File: config.mk
export PLATFORM = sky130hd
export DESIGN_NAME = rv_memory_arbiter
export DESIGN_NICKNAME = d
export VERILOG_FILES = /design/src/rtl/rv_memory_arbiter.sv
export SDC_FILE = /design/constraint.sdc
export NUM_CORES = 1
export LEC_CHECK = 0
export CAP_MARGIN = 20
export CORE_MARGIN = 4
export CORE_UTILIZATION = 37
export DETAILED_ROUTE_END_ITERATION = 12
export PLACE_DENSITY = 0.84
export SYNTH_ARGS = -nofsm -noshare
export SYNTH_HDL_FRONTEND = slang
export SYNTH_SLANG_ARGS = --single-unit
File: constraint.sdc
create_clock -name clk -period 2.3 [get_ports clk]
set_clock_uncertainty 0.1 [all_clocks]
set_input_delay 0.46 -clock clk [delete_from_list [all_inputs] [get_ports clk]]
set_output_delay 0.46 -clock clk [all_outputs]
set_load 0.02 [all_outputs]
File: src/rtl/rv_memory_arbiter.sv
`default_nettype none
// ============================================================================
// Module   : rv_memory_arbiter
// Brief    : Round-robin arbiter that shares one single-port block RAM
//            (1-cycle registered read) between NUM_PORTS requesters, each with
//            a valid/ready request channel and a valid/ready read response.
// Revision : 1.0 - initial release
// ============================================================================
module rv_memory_arbiter #(
    parameter int NUM_PORTS  = 2,
    parameter int DATA_WIDTH = 32,
    parameter int ADDR_WIDTH = 10,
    parameter int PORT_WIDTH = $clog2(NUM_PORTS)
) (
    input  logic                             clk,
    input  logic                             rst,
    input  logic [NUM_PORTS-1:0]             req_valid,
    output logic [NUM_PORTS-1:0]             req_ready,
    input  logic [NUM_PORTS-1:0]             req_write,
    input  logic [NUM_PORTS*ADDR_WIDTH-1:0]  req_addr,
    input  logic [NUM_PORTS*DATA_WIDTH-1:0]  req_data,
    output logic [NUM_PORTS-1:0]             resp_valid,
    input  logic [NUM_PORTS-1:0]             resp_ready,
    output logic [NUM_PORTS*DATA_WIDTH-1:0]  resp_data,
    output logic                             mem_enable,
    output logic                             mem_write_enable,
    output logic [ADDR_WIDTH-1:0]            mem_addr,
    output logic [DATA_WIDTH-1:0]            mem_data_in,
    input  logic [DATA_WIDTH-1:0]            mem_data_out
);

    // After reset the search starts just past the last port, i.e. at port 0.
    localparam logic [PORT_WIDTH-1:0] C_LAST_PORT = PORT_WIDTH'(NUM_PORTS - 1);

    logic [PORT_WIDTH-1:0]           r_last_grant;
    logic [NUM_PORTS-1:0]            r_pend;
    logic [NUM_PORTS-1:0]            r_resp_valid;
    logic [NUM_PORTS*DATA_WIDTH-1:0] r_resp_data;

    logic [NUM_PORTS-1:0]            w_elig;
    logic [NUM_PORTS-1:0]            w_grant;
    logic [PORT_WIDTH-1:0]           w_grant_idx;
    logic                            w_grant_any;
    int                              w_cand;

    // Eligibility: writes always eligible; a read needs a free response slot
    // (no read in flight and the held response either absent or draining now).
    always_comb begin
        w_elig = '0;
        for (int i = 0; i < NUM_PORTS; i++) begin
            w_elig[i] = req_valid[i] &&
                        (req_write[i] || (!r_pend[i] && (!r_resp_valid[i] || resp_ready[i])));
        end
    end

    // Round-robin search from last_grant+1; no grant while reset is asserted.
    always_comb begin
        w_grant     = '0;
        w_grant_idx = '0;
        w_grant_any = 1'b0;
        w_cand      = 0;
        if (rst) begin
            for (int k = 1; k <= NUM_PORTS; k++) begin
                w_cand = (int'(r_last_grant) + k) % NUM_PORTS;
                if (!w_grant_any && w_elig[w_cand]) begin
                    w_grant_any     = 1'b1;
                    w_grant_idx     = PORT_WIDTH'(w_cand);
                    w_grant[w_cand] = 1'b1;
                end
            end
        end
    end

    // One-hot mux of the winning port onto the RAM interface (zero when idle).
    always_comb begin
        mem_enable       = w_grant_any;
        mem_write_enable = |(w_grant & req_write);
        mem_addr         = '0;
        mem_data_in      = '0;
        for (int i = 0; i < NUM_PORTS; i++) begin
            if (w_grant[i]) begin
                mem_addr    = req_addr[i*ADDR_WIDTH +: ADDR_WIDTH];
                mem_data_in = req_data[i*DATA_WIDTH +: DATA_WIDTH];
            end
        end
    end

    // Grant pointer and the one-cycle "read data arriving next cycle" marker.
    always_ff @(posedge clk or negedge rst) begin
        if (!rst) begin
            r_last_grant <= C_LAST_PORT;
            r_pend       <= '0;
        end else begin
            if (w_grant_any) begin
                r_last_grant <= w_grant_idx;
            end
            r_pend <= w_grant & ~req_write;
        end
    end

    // Response holding registers: capture RAM data when pending, else drain on handshake.
    always_ff @(posedge clk or negedge rst) begin
        if (!rst) begin
            r_resp_valid <= '0;
            r_resp_data  <= '0;
        end else begin
            for (int i = 0; i < NUM_PORTS; i++) begin
                if (r_pend[i]) begin
                    r_resp_valid[i]                           <= 1'b1;
                    r_resp_data[i*DATA_WIDTH +: DATA_WIDTH] <= mem_data_out;
                end else if (r_resp_valid[i] && resp_ready[i]) begin
                    r_resp_valid[i] <= 1'b0;
                end
            end
        end
    end

    assign req_ready  = w_grant;
    assign resp_valid = r_resp_valid;
    assign resp_data  = r_resp_data;

endmodule
`default_nettype wire

-- After elaboration in Yosys (flattened, before gate mapping)
Cells that the tools add are included.
- $add $sub $neg: 2
- $lt $le $gt $ge: 4
- mux-type cells: 29
- bitwise gates (word level): 6
- reductions and logical operators: 21
- operators by type and width (kind ; number):
    2-to-1 mux 32 bit ; 2
    2-to-1 mux 10 bit ; 2
    2-to-1 mux 1 bit ; 19
    logical AND 1 bit ; 9
    2-to-1 mux 2 bit ; 4
    less-than comparator 2 x 3 -> 1 bit, second input constant ; 2
    logical NOT 1 bit ; 5
    bitwise AND 2 bit ; 2
    >= comparator 2 x 1 -> 1 bit, second input constant ; 2
    logical OR 1 bit ; 4
    nonzero test 2 bit ; 2
    adder 1 bit, second input constant ; 2
    bitwise AND 1 bit, first input constant ; 2
    demux 1 bit (select 1 bit) ; 2
    inverter 2 bit ; 1
    bitwise OR 2 bit ; 1
    OR reduction 2 bit ; 1
- flip-flop bits (word level): 69
- input port bits: 124
- output and inout port bits: 112
- logic and storage cells: 68

-- Depth between registers and ports, before layout
Gate-level depths: netlist of the first run.
- depth in word-level cells: 16
- gate-level depth with buffers: 6
- depth with buffers taken out: 4

-- Worst setup path after synthesis of the first run
OpenSTA, ideal clock, no wires.
- path kind: input-to-output
- from: input resp_ready[1]
- to: output mem_write_enable
- arrival time: 1562 ps
- required time: 1740 ps
- setup slack: 178 ps
- stages: 4
- path buffers: 0
- cells stage by stage: or3b_1 nand4b_2 a32oi_1 nor3_1
- longest elaborated chain between the ends: 15
- elaborated cells on any way between the ends: 21
- classes of those cells: mux (12); bitwise (2); reduce/logical (7)
- RTL lines (element ; line ; RTL):
    start: declaration ; 23 ; input logic [NUM_PORTS-1:0] resp_ready,
    logical OR 1 bit (*) ; 52 ; (req_write[i] || (!r_pend[i] && (!r_resp_valid[i] || resp_ready[i])));
    logical AND 1 bit (*) ; 52 ;
    logical OR 1 bit (*) ; 52 ;
    logical AND 1 bit (*) ; 51 ; w_elig[i] = req_valid[i] &&
    2-to-1 mux 1 bit (not written as such) (3 in a row) ; 65 ; if (!w_grant_any && w_elig[w_cand]) begin
    2-to-1 mux 1 bit ; 65 ;
    2-to-1 mux 1 bit ; 62 ; if (rst) begin
    logical NOT 1 bit ; 65 ;
    logical AND 1 bit ; 65 ;
    2-to-1 mux 2 bit (*) ; 65 ;
    2-to-1 mux 2 bit (*) ; 62 ;
    bitwise AND 2 bit (*) ; 77 ; mem_write_enable = |(w_grant & req_write);
    OR reduction 2 bit (*) ; 77 ;
    end: declaration ; 26 ; output logic mem_write_enable,
Every way passes the cells marked *; elsewhere a longest branch is shown, timed or not. The select of a mux whose other input is x is not followed.

-- Worst setup path in the final report of the first run
- from: input resp_ready[0]
- to: output mem_data_in[23]
- longest elaborated chain between the ends: 15
- elaborated cells on any way between the ends: 21
- classes of those cells: mux (14); bitwise (1); reduce/logical (6)
- RTL lines (element ; line ; RTL):
    logical OR 1 bit (*) ; 52 ;
    logical AND 1 bit (*) ; 52 ;
    logical OR 1 bit (*) ; 52 ;
    logical AND 1 bit (*) ; 51 ;
    2-to-1 mux 1 bit (not written as such) (3 in a row) ; 65 ;
    2-to-1 mux 1 bit ; 65 ;
    2-to-1 mux 1 bit ; 62 ;
    logical NOT 1 bit ; 65 ;
    logical AND 1 bit ; 65 ;
    2-to-1 mux 2 bit (*) ; 65 ;
    2-to-1 mux 2 bit (*) ; 62 ;
    2-to-1 mux 32 bit ; 81 ; if (w_grant[i]) begin
    2-to-1 mux 32 bit (*) ; 81 ;
    end: declaration ; 28 ; output logic [DATA_WIDTH-1:0] mem_data_in,
Marked as above.

==> results.md, run 1 <==
* Combinational power share at 0.457
* CTS clk-pin slew, worst paths at approximately 0.070 ns
* Core area at ~9400 µm²
* Crit end category: output port
* CTS tree: done
* Post-synth top area share at 0.467
* Clk root buf: clkbuf_8
* Post-synth top cells: nand2_1, dfrtp_1, mux2_2
* DR iter-0 viols at 111
* Max_slew headroom at 0.567
* Syn nets at 435
* Hold buffer count at CTS at 0
* Critical path type: in -> out
* Cell Area, Synth at 3640 µm²
* GPL Wtd Cong at 0.854
* GRT Total Usage at 0.209
* CTS sink cnt at 69
* Max VDD drop at 525 µV
* ANT nets after route at 0
* Global route overflow at 0
* Max Cap Viol at 0
* Final-report hold violation count at 0
* Setup Viol. Count Final at 42
* Slew @ Worst Pin at 0.650 ns
* Synth Instances at approximately 310
* Yosys top cell by area: dfrtp_1
* Drt drc at 0
* Final wirelength at 12800 µm
* Overall power at 5390 µW
* RSZ-0062 raised after global routing: yes
* P_int at 3630 µW
* Seq/Total Area, Yosys at 0.474
* Maximum clock path buffer count at 2
* Share of cells above drive strength 1 at 0.382
* Most common cell in the netlist: nand2_1
* Cts bufs inserted at 9
* Port bufs at 235
* Final hold slack at 0.276 ns
* Sequential power share at 0.322
* Avg Cell Area, Syn at about 12 µm²
* Fin nets at between 600 and 700
* Largest net degree at the start of global routing at 53
* Die height at 107 µm
* Distinct cells, synth at 28
* Pre-Repair DR Iteration Count at 4
* Vias in the first global route at between 3000 and 4000
* Switching Fraction at 0.326
* Max Slew Vio Count at 0
* Async SR Flop Fraction at 1.00
* Synth top area cells: dfrtp_1, mux2_2, o22ai_2, nand2_1, buf_6
* Vias per std cell at 4.93
* Switching power of the nets at 1760 µW
* Fin worst setup slack at -0.106 ns
* Worst EP required at 1.74 ns
* Outcome: finished, violations left
* Number of synthesized flops with an enable pin at 0
* Vias at roughly 3500
* RR Endpoint: r_pend[1]
* Clock power frac at 0.221
* Hold WC Path Type: in -> async
* Die Footprint at 11500 µm²
* Power per cell area at 792 nW/µm²
* Clock Latency Late Sink at 0.33 ns
* R2R Setup Slk at 0.76 ns
* WL per Instance at approximately 18 µm
* Tmin final at 2.41 ns
* Rows at 35
* Leakage at 0.00280 µW
* Critical Path Fanout Max at 26
* Synthesis-stage register bit count at a little under 70
* Reg2Reg Depth at 6
* Commonest register cell after synthesis: dfrtp_1
* Initial antenna violation count at 1
* Crit path DAT at around 1.9 ns
* CTS H-tree depth at 3
* Layout area overhead at 86.8%
* Fill cells at 638
* YS warnings at 0
* Max Freq at 416 MHz
* FF-to-FF Start: resp_valid[0]
* First-pass GRT wire length at 18900 µm
* Setup crit start kind: input port
* Die Wd at 107 µm
* Ports at ~240
* Initial Util at 0.387
* Period utilisation layout at 1.05
* Post-DP HPWL at between 9000 and 10000 µm
* Violated checks: setup timing
-- state kept, by name, summed over array words and instances, names as in the netlist --
register,flops
resp_data,64
r_pend,2
resp_valid,2
r_last_grant,1
-- layer usage --
metal | vias to the layer above | track usage | wire, µm
met3 | 26 | 0.0576 | 844
met2 | 137 | 0.383 | 7020
met5 | - | 0 | 0
met4 | 0 | 0.0676 | 325
met1 | 1687 | 0.234 | 4650
li1 | 1608 | - | -
-- placed cells by master, fill, tap and decap left out, types with 2 or more instances in the layout --
cell type and n:
buf_12 5, buf_4 29, buf_6 43, buf_8 3, bufinv_16 3, clkbuf_8 10, clkdlybuf4s15_1 2, clkdlybuf4s50_1 182
clkinvlp_4 2, dfrtp_1 68, dlygate4sd2_1 4, inv_1 2, mux2_2 64, nand2_1 85, nand2b_4 2, nand3_4 2
nor2_1 2, nor3_1 2, o22ai_2 31, o22ai_4 11
-- power by group through the flow --
| stage | clock [µW] | combinational (µW) | sequential (µW) |
|---|---|---|---|
| floorplan | 0 | 700 | 2160 |
| global placement | 0 | 2310 | 1730 |
| detailed placement | 0 | 2340 | 1760 |
| CTS | 1220 | 2450 | 1740 |
| global route | 1270 | 2590 | 1790 |
| finish | 1190 | 2460 | 1740 |
-- critical path, stage by stage --
cell and delay [ns]:
clkdlybuf4s15_1 0.19, nand2b_4 0.17, o2111ai_4 0.25, nand3_4 0.18, buf_12 0.23, o22ai_4 0.21, buf_6 0.15
-- how the worst max path moves through the flow --
stage / start / endpoint / slack, ns
after detailed placement: resp_ready[0] / mem_data_in[23] / -0.80
final: resp_ready[0] / mem_data_in[23] / -0.11
after floorplan: resp_ready[1] / mem_write_enable / 0.18
after global routing: resp_valid[0] / mem_data_in[13] / -0.20
after CTS: resp_valid[1] / mem_data_in[23] / -0.1
after global placement: resp_ready[1] / mem_data_in[23] / -0.79
-- through the flow --
| stage | cells | utilization | area (µm²) | TNS (ns) | worst slack (ns) |
|---|---|---|---|---|---|
| global route | 701 | 0.723 | 6810 | -6.35 | -0.196 |
| finish | 701 | 0.723 | 6810 | -2.57 | -0.106 |
| detailed placement | 675 | 0.663 | 6240 | -32.38 | -0.798 |
| global placement | 675 | 0.663 | 6240 | -31.05 | -0.788 |
| CTS | 694 | 0.713 | 6710 | -2.20 | -0.0969 |
| floorplan | 311 | - | 3640 | 0 | 0.178 |
-- what timing repair did --
| action | 4_1_cts | 5_1_grt |
|---|---|---|
| endpoints found under the hold margin | 0 | 0 |
| cloned | 1 | 0 |
| endpoints found under the setup margin | 46 | 46 |
| gates resized for setup | 295 | 16 |
| pin swaps | 5 | 10 |
| buffers inserted | 2 | 6 |
-- logic make-up after synthesis --
group,Yosys count,share of synthesized area
mux,64,0.198
flops,69,0.474
buf+inv,28,0.0484
compound gates,50,0.158
simple gates,100,0.122
-- final cells by class --
class	count	area, µm²	area share
Antenna cell	1	2.50	0.000368
Timing Repair Buffer	270	2760	0.405
Multi-Input combinational cell	214	1900	0.280
Inverter	2	7.51	0.00110
Sequential cell	69	1730	0.254
Tap cell	129	161	0.0237
Clock inverter	6	110	0.0162
Clock buffer	10	138	0.0202
No activity file was read; power rests on OpenSTA's default activity.
==> inputs of run 2 (changes only) <==
--- a/constraint.sdc
+++ b/constraint.sdc
@@ -4,2 +4,2 @@
 set_output_delay 0.46 -clock clk [all_outputs]
-set_load 0.02 [all_outputs]
+set_load 0.05 [all_outputs]
==> results.md, run 2 (synthesis results as in run 1) <==
* Die height at 107 µm
* CP delay by family, top: simple AND/OR/NAND/NOR gates
* R2R Setup Slk at 0.64 ns
* Ports at 236
* Worst path slowest cell: or3b_4
* DR iter-0 viols at ~150
* Setup Viol. Count Final at 45
* Die Footprint at 11500 µm²
* Die Wd at between 100 and 150 µm
* Post-DP HPWL at 10600 µm
* Max Cap Viol at 0
* Vias per std cell at 5.05
* Largest stage delay, worst path at between 0.3 and 0.4 ns
* RSZ-0062 raised after global routing: yes
* Global route overflow at 0
* Commonest non-fill, non-tap cell in the layout: clkdlybuf4s50_1
* Clock Latency Late Sink at 0.33 ns
* CTS clk-pin slew, worst paths at 0.08 ns
* Period utilisation layout at 1.13
* Critical path buffers and inverters at 2
* FF-to-FF Start: resp_valid[1]
* Crit path DAT at 2.03 ns
* Max VDD drop at 714 µV
* Number of flip-flops in the largest register at 64
* GPL Wtd Cong at 0.814
* Max_slew headroom at 0.634
* Maximum clock path buffer count at 2
* Drt drc at 0
* Fin worst setup slack at -0.294 ns
* Finished Cell Area at 7660 µm²
* Largest net degree at the start of global routing at 44
* Most frequent cells in the layout: clkdlybuf4s50_1, nand2_1, dfrtp_1
* Worst path cell trace: or3b_4 > nand4b_4 > nand3_4 > buf_16 > o22ai_4 > buf_12
* Critical Path Fanout Max at 8
* Final wirelength at 15500 µm
* First-pass GRT wire length at 23400 µm
* Initial Util at 0.387
* Crit end category: output port
* Max Slew Vio Count at 0
* RR Endpoint: r_pend[0]
* Leakage at 0.00298 µW
* Setup crit start kind: flip-flop
* Power per cell area at 845 nW/µm²
* Cts bufs inserted at 9
* Port bufs at around 240
* Final-report hold violation count at 0
* Tmin final at 2.59 ns
* ANT nets after route at 0
* Slew @ Worst Pin at 0.548 ns
* WL per Instance at 21.8 µm
* Reg2Reg Depth at 6
* Clk root buf: clkbuf_8
* Worst EP required at 1.74 ns
* Fin nets at 700
* CTS sink cnt at 69
* CTS tree: done
* CTS H-tree depth at 3
* Placed cell areas at 6770 µm²
* Hold WC Path Type: in -> async
* Vias at ~3600
* Vias in the first global route at 4063
* Outcome: finished, violations left
* Core area at 9420 µm²
* Max Freq at around 390 MHz
* Share of cells above drive strength 1 at 0.398
* Critical path type: reg -> out
* GRT Total Usage at 0.266
* Violated checks: setup timing
* Initial antenna violation count at 2
* Layout area overhead at 110%
* Fill cells at 544
* Pre-Repair DR Iteration Count at 4
* Final core occ at 0.813
* Rows at 35
==> run 2: per-layer routing <==
layer | track usage | routed length, µm
met4 | 0.109 | 629
met5 | 0 | 0
met1 | 0.277 | 5280
met2 | 0.496 | 8610
met3 | 0.0762 | 959
==> run 2: worst max-delay path by stage <==
stage                           end  slack, ns  cells after the start     startpoint
floorplan               mem_addr[9]      -0.19                      4  resp_valid[1]
global placement     mem_data_in[0]      -0.42                      8  resp_ready[0]
detailed placement   mem_data_in[0]      -0.48                      8  resp_ready[0]
CTS                     mem_addr[2]      -0.26                      6  resp_valid[1]
global route            mem_addr[7]      -0.36                      6  resp_valid[1]
finish              mem_data_in[25]      -0.29                      6  resp_valid[1]
==> run 2: through the flow <==
stage / setup TNS, ns / setup slack [ns] / instances / power [µW] / hold slack, ns
2_1_floorplan: -0.608 / -0.186 / 311 / 3830 / 0.0644
6_report: -10.55 / -0.294 / 712 / 6470 / 0.185
4_1_cts: -9.67 / -0.262 / 708 / 6500 / 0.181
3_3_place_gp: -16.31 / -0.420 / 673 / 5230 / 0.181
3_5_place_dp: -17.11 / -0.484 / 673 / 5310 / 0.181
5_1_grt: -13.92 / -0.357 / 712 / 6730 / 0.202
==> run 2: timing repair <==
action,in CTS,in global routing
endpoints found under the hold margin,2,0
cloned,7,0
pin swaps,18,6
setup buffers,11,2
hold buffers,2,0
setup endpoints to repair,46,46
gates resized for setup,73,3
==> run 2: layout make-up <==
| type | instances | area (µm²) | area share |
|---|---|---|---|
| Antenna cell | 2 | 5.00 | 0.000653 |
| Inverter | 2 | 7.51 | 0.000980 |
| Tap cell | 129 | 161 | 0.0211 |
| Sequential cell | 69 | 1730 | 0.226 |
| Timing Repair Buffer | 279 | 3400 | 0.444 |
| Clock inverter | 6 | 48.8 | 0.00637 |
| Multi-Input combinational cell | 215 | 2180 | 0.284 |
| Clock buffer | 10 | 128 | 0.0167 |
==> run 2: power by group <==
| part | switching (µW) | leakage, µW | internal, µW | total [µW] |
|---|---|---|---|---|
| Combinational | 2270 | 0.00208 | 1610 | 3880 |
| Clock | 462 | 0.0000791 | 398 | 860 |
| Sequential | 183 | 0.000822 | 1550 | 1740 |
| Total | 2910 | 0.00298 | 3560 | 6470 |
==> run 2: worst register-to-register path: cells and delay by family (launching register included) <==
family | cells | cell delay (ns)
buffers and inverters | 2 | 0.33
flip-flops | 1 | 0.38
AND/OR/NAND/NOR | 4 | 0.77
